`src/rtl/sp_dma_pkg.sv`:
```
// Shared definitions for the sp_dma_seq block: default widths and the
// sequencer state encoding.
package sp_dma_pkg;

  localparam int ADDR_W_DEF = 10;
  localparam int LEN_W_DEF  = 9;
  localparam int ROW_W      = 8;

  typedef enum logic [1:0] {
    IDLE = 2'd0,
    XFER = 2'd1,
    GAP  = 2'd2,
    DONE = 2'd3
  } dma_state_e;

endpackage

```
`src/rtl/sp_dma_addr_ctr.sv`:
```
// Address / beat / row bookkeeping for the DMA sequencer.
// Holds the current beat address (select bit plus offset), the beats left in
// the current row and the rows left in the transfer. The offset wraps inside
// its memory; the select bit is only written on load.
module sp_dma_addr_ctr
  import sp_dma_pkg::*;
#(
  parameter int ADDR_W = ADDR_W_DEF,
  parameter int LEN_W  = LEN_W_DEF
) (
  input  logic              clk,
  input  logic              reset_l,
  input  logic              load,
  input  logic              beat_step,
  input  logic              row_step,
  input  logic [ADDR_W-1:0] addr_in,
  input  logic [LEN_W-1:0]  len_in,
  input  logic [ROW_W-1:0]  count_in,
  input  logic [LEN_W-1:0]  skip_in,
  output logic [ADDR_W-1:0] mem_addr,
  output logic              beat_zero,
  output logic              rows_zero
);

  localparam int OFF_W = ADDR_W - 1;

  logic              sel_q;
  logic [OFF_W-1:0]  off_q;
  logic [LEN_W-1:0]  beat_q;
  logic [LEN_W-1:0]  len_q;
  logic [ROW_W-1:0]  row_q;
  logic [LEN_W-1:0]  skip_q;

  // Load on start, step one beat, or jump to the next row.
  // NOTE: state registers use non-blocking assignment so every flop samples
  // the pre-edge values of its neighbours, regardless of statement order.
  always_ff @(posedge clk or negedge reset_l) begin
    if (!reset_l) begin
      sel_q  <= 1'b0;
      off_q  <= '0;
      beat_q <= '0;
      len_q  <= '0;
      row_q  <= '0;
      skip_q <= '0;
    end else if (load) begin
      sel_q  <= addr_in[ADDR_W-1];
      off_q  <= addr_in[OFF_W-1:0];
      beat_q <= len_in;
      len_q  <= len_in;
      row_q  <= count_in;
      skip_q <= skip_in;
    end else if (beat_step) begin
      off_q  <= off_q + OFF_W'(1);
      beat_q <= beat_q - LEN_W'(1);
    end else if (row_step) begin
      // Offset sits on the last beat of the row, so skip+1 lands on the
      // first beat of the next row; the sum wraps at the offset width.
      off_q  <= off_q + OFF_W'(skip_q) + OFF_W'(1);
      beat_q <= len_q;
      row_q  <= row_q - ROW_W'(1);
    end
  end

  assign mem_addr  = {sel_q, off_q};
  assign beat_zero = (beat_q == '0);
  assign rows_zero = (row_q == '0);

endmodule

```
`src/rtl/sp_dma_seq.sv`:
```
// DMA address sequencer: walks a run of double-word beats (optionally several
// rows separated by a skip) through a valid/ack handshake.
// Build option: SP_DMA_SEQ_ROWS_EN enables multi-row transfers (count_in,
// skip_in and the GAP state). Without it every transfer is a single row.
module sp_dma_seq
  import sp_dma_pkg::*;
#(
  parameter int ADDR_W = ADDR_W_DEF,
  parameter int LEN_W  = LEN_W_DEF
) (
  input  logic              clk,
  input  logic              reset_l,
  input  logic              start,
  input  logic              abort,
  input  logic [ADDR_W-1:0] addr_in,
  input  logic [LEN_W-1:0]  len_in,
`ifdef SP_DMA_SEQ_ROWS_EN
  input  logic [ROW_W-1:0]  count_in,
  input  logic [LEN_W-1:0]  skip_in,
`endif
  input  logic              xfer_ack,
  output logic [ADDR_W-1:0] mem_addr,
  output logic              xfer_valid,
  output logic              busy,
  output logic              done
);

  dma_state_e state_q, state_d;
  logic       load, beat_step, row_step;
  logic       beat_zero, rows_zero;
  logic [ROW_W-1:0] count_w;
  logic [LEN_W-1:0] skip_w;

`ifdef SP_DMA_SEQ_ROWS_EN
  assign count_w = count_in;
  assign skip_w  = skip_in;
`else
  // A zero row count keeps rows_zero high, so the FSM never enters GAP.
  assign count_w = '0;
  assign skip_w  = '0;
`endif

  sp_dma_addr_ctr #(
    .ADDR_W (ADDR_W),
    .LEN_W  (LEN_W)
  ) u_addr_ctr (
    .clk       (clk),
    .reset_l   (reset_l),
    .load      (load),
    .beat_step (beat_step),
    .row_step  (row_step),
    .addr_in   (addr_in),
    .len_in    (len_in),
    .count_in  (count_w),
    .skip_in   (skip_w),
    .mem_addr  (mem_addr),
    .beat_zero (beat_zero),
    .rows_zero (rows_zero)
  );

  // State register.
  always_ff @(posedge clk or negedge reset_l) begin
    if (!reset_l) state_q <= IDLE;
    else          state_q <= state_d;
  end

  // Next-state and counter control; abort overrides everything.
  // NOTE: every signal gets a default before the case so no path leaves it
  // unassigned, which would otherwise infer a latch.
  always_comb begin
    state_d   = state_q;
    load      = 1'b0;
    beat_step = 1'b0;
    row_step  = 1'b0;
    if (abort) begin
      state_d = IDLE;
    end else begin
      case (state_q)
        IDLE: begin
          if (start) begin
            load    = 1'b1;
            state_d = XFER;
          end
        end
        XFER: begin
          if (xfer_ack) begin
            if (!beat_zero) beat_step = 1'b1;
            else            state_d   = rows_zero ? DONE : GAP;
          end
        end
        GAP: begin
          row_step = 1'b1;
          state_d  = XFER;
        end
        DONE: state_d = IDLE;
        default: state_d = IDLE;
      endcase
    end
  end

  assign xfer_valid = (state_q == XFER);
  assign busy       = (state_q != IDLE);
  assign done       = (state_q == DONE);

endmodule
```
`config.mk`:
```
export PLATFORM = sky130hd
export DESIGN_NAME = sp_dma_seq
export DESIGN_NICKNAME = d
export VERILOG_FILES = /design/src/rtl/sp_dma_pkg.sv /design/src/rtl/sp_dma_addr_ctr.sv /design/src/rtl/sp_dma_seq.sv
export SDC_FILE = /design/constraint.sdc
export NUM_CORES = 1
export LEC_CHECK = 0
export CORE_MARGIN = 2
export CORE_UTILIZATION = 30
export CTS_BUF_LIST = sky130_fd_sc_hd__clkbuf_16
export CTS_CLUSTER_SIZE = 24
export DETAILED_ROUTE_END_ITERATION = 16
export PLACE_DENSITY_LB_ADDON = 0.12
export SKIP_CTS_REPAIR_TIMING = 1
export SYNTH_ARGS = -nofsm -noshare
export SYNTH_HDL_FRONTEND = slang
export SYNTH_SLANG_ARGS = --single-unit
```
`constraint.sdc`:
```
create_clock -name clk -period 2.1 [get_ports clk]
set_clock_uncertainty 0.2 [all_clocks]
set_input_delay 0.42 -clock clk [delete_from_list [all_inputs] [get_ports clk]]
set_output_delay 0.42 -clock clk [all_outputs]
set_load 0.01 [all_outputs]
```
==> Yosys cells after proc, flatten, opt, wreduce, memory -nomap -nowiden <==
Index checks and enable logic that the tools add are counted.
{ "word_totals": {"elab_cells": 48, "mem_count": 0, "mem_bits_ro": 0, "reg_bits": 38, "ram_bits": 0, "out_inout_bits": 13, "latch_bits": 0} }
{ "classes": {"n_mux": 24, "magnitude_cmp": 0, "bitwise_logic": 0, "reduce_logical": 8, "div": 0, "n_shift": 0, "multipliers": 0, "addsub": 3, "n_eq_ne": 7} }
{ "op_table": {"columns": ["cell", "n"], "rows": [
  ["$mux W9", 6],
  ["$mux W8", 3],
  ["$mux W1", 10],
  ["$add A9 B1 Y9 const B", 1],
  ["$logic_not A9 Y1", 1],
  ["$sub A9 B1 Y9 const B", 1],
  ["$logic_not A8 Y1", 1],
  ["$mux W2", 4],
  ["$pmux W2 S4", 1],
  ["$sub A8 B1 Y8 const B", 1],
  ["$ne A3 B3 Y1 const B", 2],
  ["$eq A2 B2 Y1 const B", 2],
  ["$reduce_bool A2 Y1", 2],
  ["$ne A3 B2 Y1 const B", 1],
  ["$reduce_and A3 Y1", 1],
  ["$reduce_bool A3 Y1", 1],
  ["$eq A2 B1 Y1 const B", 1],
  ["$logic_not A2 Y1", 1],
  ["$ne A2 B2 Y1 const B", 1],
  ["$reduce_and A2 Y1", 1]
]} }

==> Depth between registers and ports, before layout <==
{ "logic_depth": {"word_depth": 7, "mapped_depth": 7, "depth_no_buf": 6} }

==> By module <==
Synthesis repeated with hierarchy kept, for this count alone.
{ "unflattened": {"hier_cells": 305, "hier_area_um2": 2946.6} }
{ "by_module_without_submodules": {"columns": ["mod", "cells_each", "n_inst", "seq_area_each_um2", "area_each_um2"], "rows": [
  ["sp_dma_addr_ctr", 292, 1, 1126.1, 2791.4],
  ["sp_dma_seq", 13, 1, 50.0, 155.1]
]} }

==> Worst setup path before layout <==
No wires, ideal clock.
{ "synth_timing": {"path_type": "register to register", "start": "reg u_addr_ctr.beat_q[0]", "end": "reg u_addr_ctr.beat_q[2]", "slack_ns": 0.200, "t_required_ns": 1.821, "setup_ns": 0.079, "n_path_buf": 1, "arrival_ns": 1.620, "path_stages_with_launch": 8, "cell_sequence": "dfrtp_1 inv_1 ha_1 nor4b_2 a21oi_2 buf_2 mux2i_1 a2bb2oi_1"} }
{ "synth_via": {"elab_chain_cells": 7, "word_cells_on_any_way": 9, "cone_classes": "add/sub: 1; mux: 6; reduce/logical: 2"} }
{ "synth_lines": {"columns": ["element", "line_no", "source"], "rows": [
  ["start: declaration", "sp_dma_addr_ctr.sv:29", "logic [LEN_W-1:0] beat_q;"],
  ["start signal: assignment", "sp_dma_addr_ctr.sv:48", "beat_q <= len_in;"],
  ["start signal: assignment", "sp_dma_addr_ctr.sv:54", "beat_q <= beat_q - LEN_W'(1);"],
  ["start signal: assignment", "sp_dma_addr_ctr.sv:59", "beat_q <= len_q;"],
  ["$logic_not A9 Y1", "sp_dma_addr_ctr.sv:65", "assign beat_zero = (beat_q == '0);"],
  ["$mux W1", "sp_dma_seq.sv:87", "if (!beat_zero) beat_step = 1'b1;"],
  ["$mux W1", "sp_dma_seq.sv:86", "if (xfer_ack) begin"],
  ["$mux W1", "sp_dma_seq.sv:78", "case (state_q)"],
  ["$mux W1", "sp_dma_seq.sv:75", "if (abort) begin"],
  ["$mux W9", "sp_dma_addr_ctr.sv:52", "end else if (beat_step) begin"],
  ["$mux W9", "sp_dma_addr_ctr.sv:45", "end else if (load) begin"]
]} }
Several ways; a longest one is shown, not always the timed one.
A chain may end at the register's enable or synchronous reset.

==> Worst setup path in the final report <==
{ "layout_timing": {"start": "in start", "end": "reg u_addr_ctr.off_q[2]"} }
{ "layout_via": {"elab_chain_cells": 4, "word_cells_on_any_way": 5, "cone_classes": "mux: 4; reduce/logical: 1"} }
{ "layout_lines": {"columns": ["element", "line_no", "source"], "rows": [
  ["start: declaration", "sp_dma_seq.sv:13", "input logic start,"],
  ["$mux W1 (*)", "sp_dma_seq.sv:80", "if (start) begin"],
  ["$mux W1 (*)", "sp_dma_seq.sv:78", null],
  ["$mux W1 (*)", "sp_dma_seq.sv:75", null],
  ["$reduce_bool A3 Y1 (no line) / $mux W9 (equally long branches)", null, null],
  ["end signal: assignment", "sp_dma_addr_ctr.sv:47", "off_q <= addr_in[OFF_W-1:0];"],
  ["end signal: assignment", "sp_dma_addr_ctr.sv:53", "off_q <= off_q + OFF_W'(1);"],
  ["end signal: assignment", "sp_dma_addr_ctr.sv:58", "off_q <= off_q + OFF_W'(skip_q) + OFF_W'(1);"],
  ["end: declaration", "sp_dma_addr_ctr.sv:28", "logic [OFF_W-1:0] off_q;"]
]} }
Every way passes the cells marked *; elsewhere a longest branch is shown, timed or not.

==> impl_metrics.env <==
export IMPL_status="complete, but fails checks"
export IMPL_violations="negative hold slack"
export IMPL_worstPathCellList="clkdlybuf4s50_1, or4b_4, buf_6, nand3_1, o21ai_0, a22oi_1"
export IMPL_tns_ns=0
export IMPL_clock_path_buffers=2
export IMPL_fmax_mhz=500.5
export IMPL_p_leak_nw=1.353
export IMPL_ir_drop_mv=0.4119
export IMPL_timing_rr_end="u_addr_ctr.off_q[2]"
export IMPL_crit_path_max_fanout=20
export IMPL_area_growth_pct=43.12
export IMPL_crit_type="in2reg"
export IMPL_p_total_mw=2.905
export IMPL_max_stage_delay_ns=0.53
export IMPL_netlist_top_cells_area="dfrtp_1 (44%), nand2_1 (7.3%), a2bb2oi_1 (2.8%)"
export IMPL_yosys_area_top_type_share_pct=43.75
export IMPL_cts_buffers=5
export IMPL_vias=1973
export IMPL_synth_edf_count=0
export IMPL_wl_per_cell_um=14.76
export IMPL_ys_types=50
export IMPL_yosys_warnings=0
export IMPL_dp_hpwl_mm=4.299
export IMPL_slew_violations=0
export IMPL_finish_utilization_pct=43.58
export IMPL_synth_common_cells="nand2_1 (42), dfrtp_1 (38), nor2_1 (13), buf_2 (9), inv_1 (8)"
export IMPL_cts_tree="done"
export IMPL_setup_violations=0
export IMPL_grt_pass1_vias=1906
export IMPL_min_path_type="in2async"
export IMPL_whs_ns=-0.01136
export IMPL_antenna_left=0
export IMPL_grt_usage_pct=15.81
export IMPL_path_clk_slew_ns=0.06
export IMPL_routabilityCongestion=0.7803
export IMPL_synth_area_per_cell_um2=9.408
export IMPL_die_area_um2=7941
export IMPL_start_util_pct=30.45
export IMPL_grt_max_degree=39
export IMPL_worst_slew_pin_slew_ns=0.5111
export IMPL_antenna_found_initial=0
export IMPL_gr_total_overflow=0
export IMPL_antenna_cells=0
export IMPL_die_x_um=89.12
export IMPL_first_iter_violations=61
export IMPL_vias_per_cell=4.920
export IMPL_drive_gt1_share_pct=22.19
export IMPL_critPathLaunchType="input pin"
export IMPL_io_pins=37
export IMPL_regToRegSetupSlack_ns=0.10
export IMPL_period_share_pct=95.14
export IMPL_synth_main_ff_cell="dfrtp_1"
export IMPL_grt_pass1_wl_mm=9.680
export IMPL_yosys_area_top_type="dfrtp_1"
export IMPL_synth_nets=259
export IMPL_ctsHtreeMaxLevel=2
export IMPL_power_density_nw_per_um2=933.9
export IMPL_clk_latency_ns=0.28
export IMPL_drt_wl_total_mm=5.920
export IMPL_drc=0
export IMPL_synthesis_area_um2=2173
export IMPL_core_area_um2=7137
export IMPL_async_flop_share_pct=100.0
export IMPL_syn_inst=231
export IMPL_die_h_um=89.12
export IMPL_layout_nets=329
export IMPL_clock_root_buffer="clkbuf_16"
export IMPL_synth_most_common_cell="nand2_1"
export IMPL_reg2reg_depth=6
export IMPL_crit_required_ns=2.09
export IMPL_finalCriticalPeriod_ns=1.998
export IMPL_maxCapViolations=0
export IMPL_drtPass1Iterations=4
export IMPL_relSlewSlack_pct=65.93
export IMPL_r2r_start="state_q[1]"
export IMPL_n_fill_cell=754
export IMPL_critPathSlowestCell="clkdlybuf4s50_1"
export IMPL_finalHoldViolCount=10
export IMPL_portBuffers=36
export IMPL_ys_seq_area_share_pct=43.75
export IMPL_cts_sinks=38
export IMPL_rows=31
export IMPL_worstSetupEndpointType="register"
export IMPL_arrival_ns=1.99
export IMPL_synth_seq_cells=38
-- worst max-delay path, delay by kind of cell --
| kind | cells | cell delay (ns) |
|---|---|---|
| AO/OA/AOI/OAI | 2 | 0.27 |
| buffers and inverters | 2 | 0.72 |
| AND/OR/NAND/NOR | 2 | 0.58 |
-- cell type report --
| type | count | area [µm²] | share of cell area (%) |
|---|---|---|---|
| Multi-Input combinational cell | 171 | 1152 | 37.05 |
| Sequential cell | 38 | 953.4 | 30.65 |
| Timing Repair Buffer | 77 | 713.2 | 22.93 |
| Clock buffer | 5 | 125.1 | 4.023 |
| Tap cell | 99 | 123.9 | 3.982 |
| Inverter | 8 | 30.03 | 0.9654 |
| Clock inverter | 3 | 12.51 | 0.4023 |
-- layer usage --
layer / vias to the layer above / global-route usage [%] / wire [µm]
met5: - / 0 / 0
met4: 0 / 3.664 / 49
met3: 5 / 2.862 / 184
met2: 30 / 24.65 / 2744
met1: 951 / 22.83 / 2941
li1: 987 / - / -
-- metrics by stage --
stage / cells / setup WS, ns / hold WS (ns) / instance area (µm²)
floorplan: 231 / 0.2004 / -0.07559 / 2173
global placement: 387 / -0.2223 / 0.2542 / 2867
detailed placement: 387 / -0.2335 / 0.2599 / 2867
CTS: 395 / -0.1521 / 0.02129 / 3004
global route: 401 / -0.005454 / 0.05078 / 3110
finish: 401 / 0.1021 / -0.01136 / 3110
-- state kept, by name (all words and copies together), names as in the netlist --
register           count
state_q                2
u_addr_ctr.beat_q      9
u_addr_ctr.len_q       9
u_addr_ctr.off_q       9
u_addr_ctr.row_q       8
u_addr_ctr.sel_q       1
-- cell families (layout without fill, tap and decap cells) --
| logic type | count (synthesis) | count (layout) | synth area share (%) |
|---|---|---|---|
| AO/OA/AOI/OAI | 56 | 56 | 19.11 |
| AND/OR/NAND/NOR | 100 | 100 | 24.64 |
| flip-flops | 38 | 38 | 43.75 |
| multiplexers | 6 | 6 | 2.821 |
| adder cells (fa/ha/maj) | 4 | 4 | 2.303 |
| XOR/XNOR | 5 | 5 | 2.015 |
| buffers and inverters | 22 | 93 | 5.354 |
-- report_power, final --
| part | switching, mW | internal (mW) |
|---|---|---|
| logic | 0.449 | 0.567 |
| clock network | 0.293 | 0.430 |
| registers | 0.224 | 0.942 |
-- layout by cell type (no fill, tap or decap), types with 2 or more instances in the layout --
master           Yosys  routed
clkbuf_16            0       5
nand3_1              5       5
nor3_1               7       7
a31oi_1              5       5
inv_1                8       9
nor4b_4              1       2
nand4_1              7       7
mux2i_1              5       5
o2bb2ai_1            4       4
ha_1                 4       3
buf_6                2       2
buf_12               0       3
and2_1               5       5
dfrtp_1             38      36
clkdlybuf4s50_1      0      33
a2bb2oi_1            7       7
nand2_1             42      42
xor2_1               5       5
o22ai_1              6       6
o21ai_0              7       7
dfrtp_2              0       2
nor2_1              13      13
dlymetal6s2s_1       0       2
a211oi_1             2       2
buf_4                2      36
a21oi_1              7       7
a2bb2oi_2            2       2
and3_1               3       3
a32o_1               4       4
nor4_1               2       2
a22oi_1              6       6
-- worst max-delay path by stage --
stage / startpoint / to / slack [ns] / depth (start not counted)
6_report: start / u_addr_ctr.off_q[2] / 0.10 / 6
3_5_place_dp: abort / u_addr_ctr.off_q[2] / -0.23 / 6
5_1_grt: state_q[1] / u_addr_ctr.beat_q[0] / -0.005 / 6
3_3_place_gp: abort / u_addr_ctr.off_q[7] / -0.22 / 7
4_1_cts: state_q[1] / busy / -0.15 / 2
2_1_floorplan: u_addr_ctr.beat_q[0] / u_addr_ctr.beat_q[2] / 0.20 / 7
No activity file was read; power rests on OpenSTA's default activity.
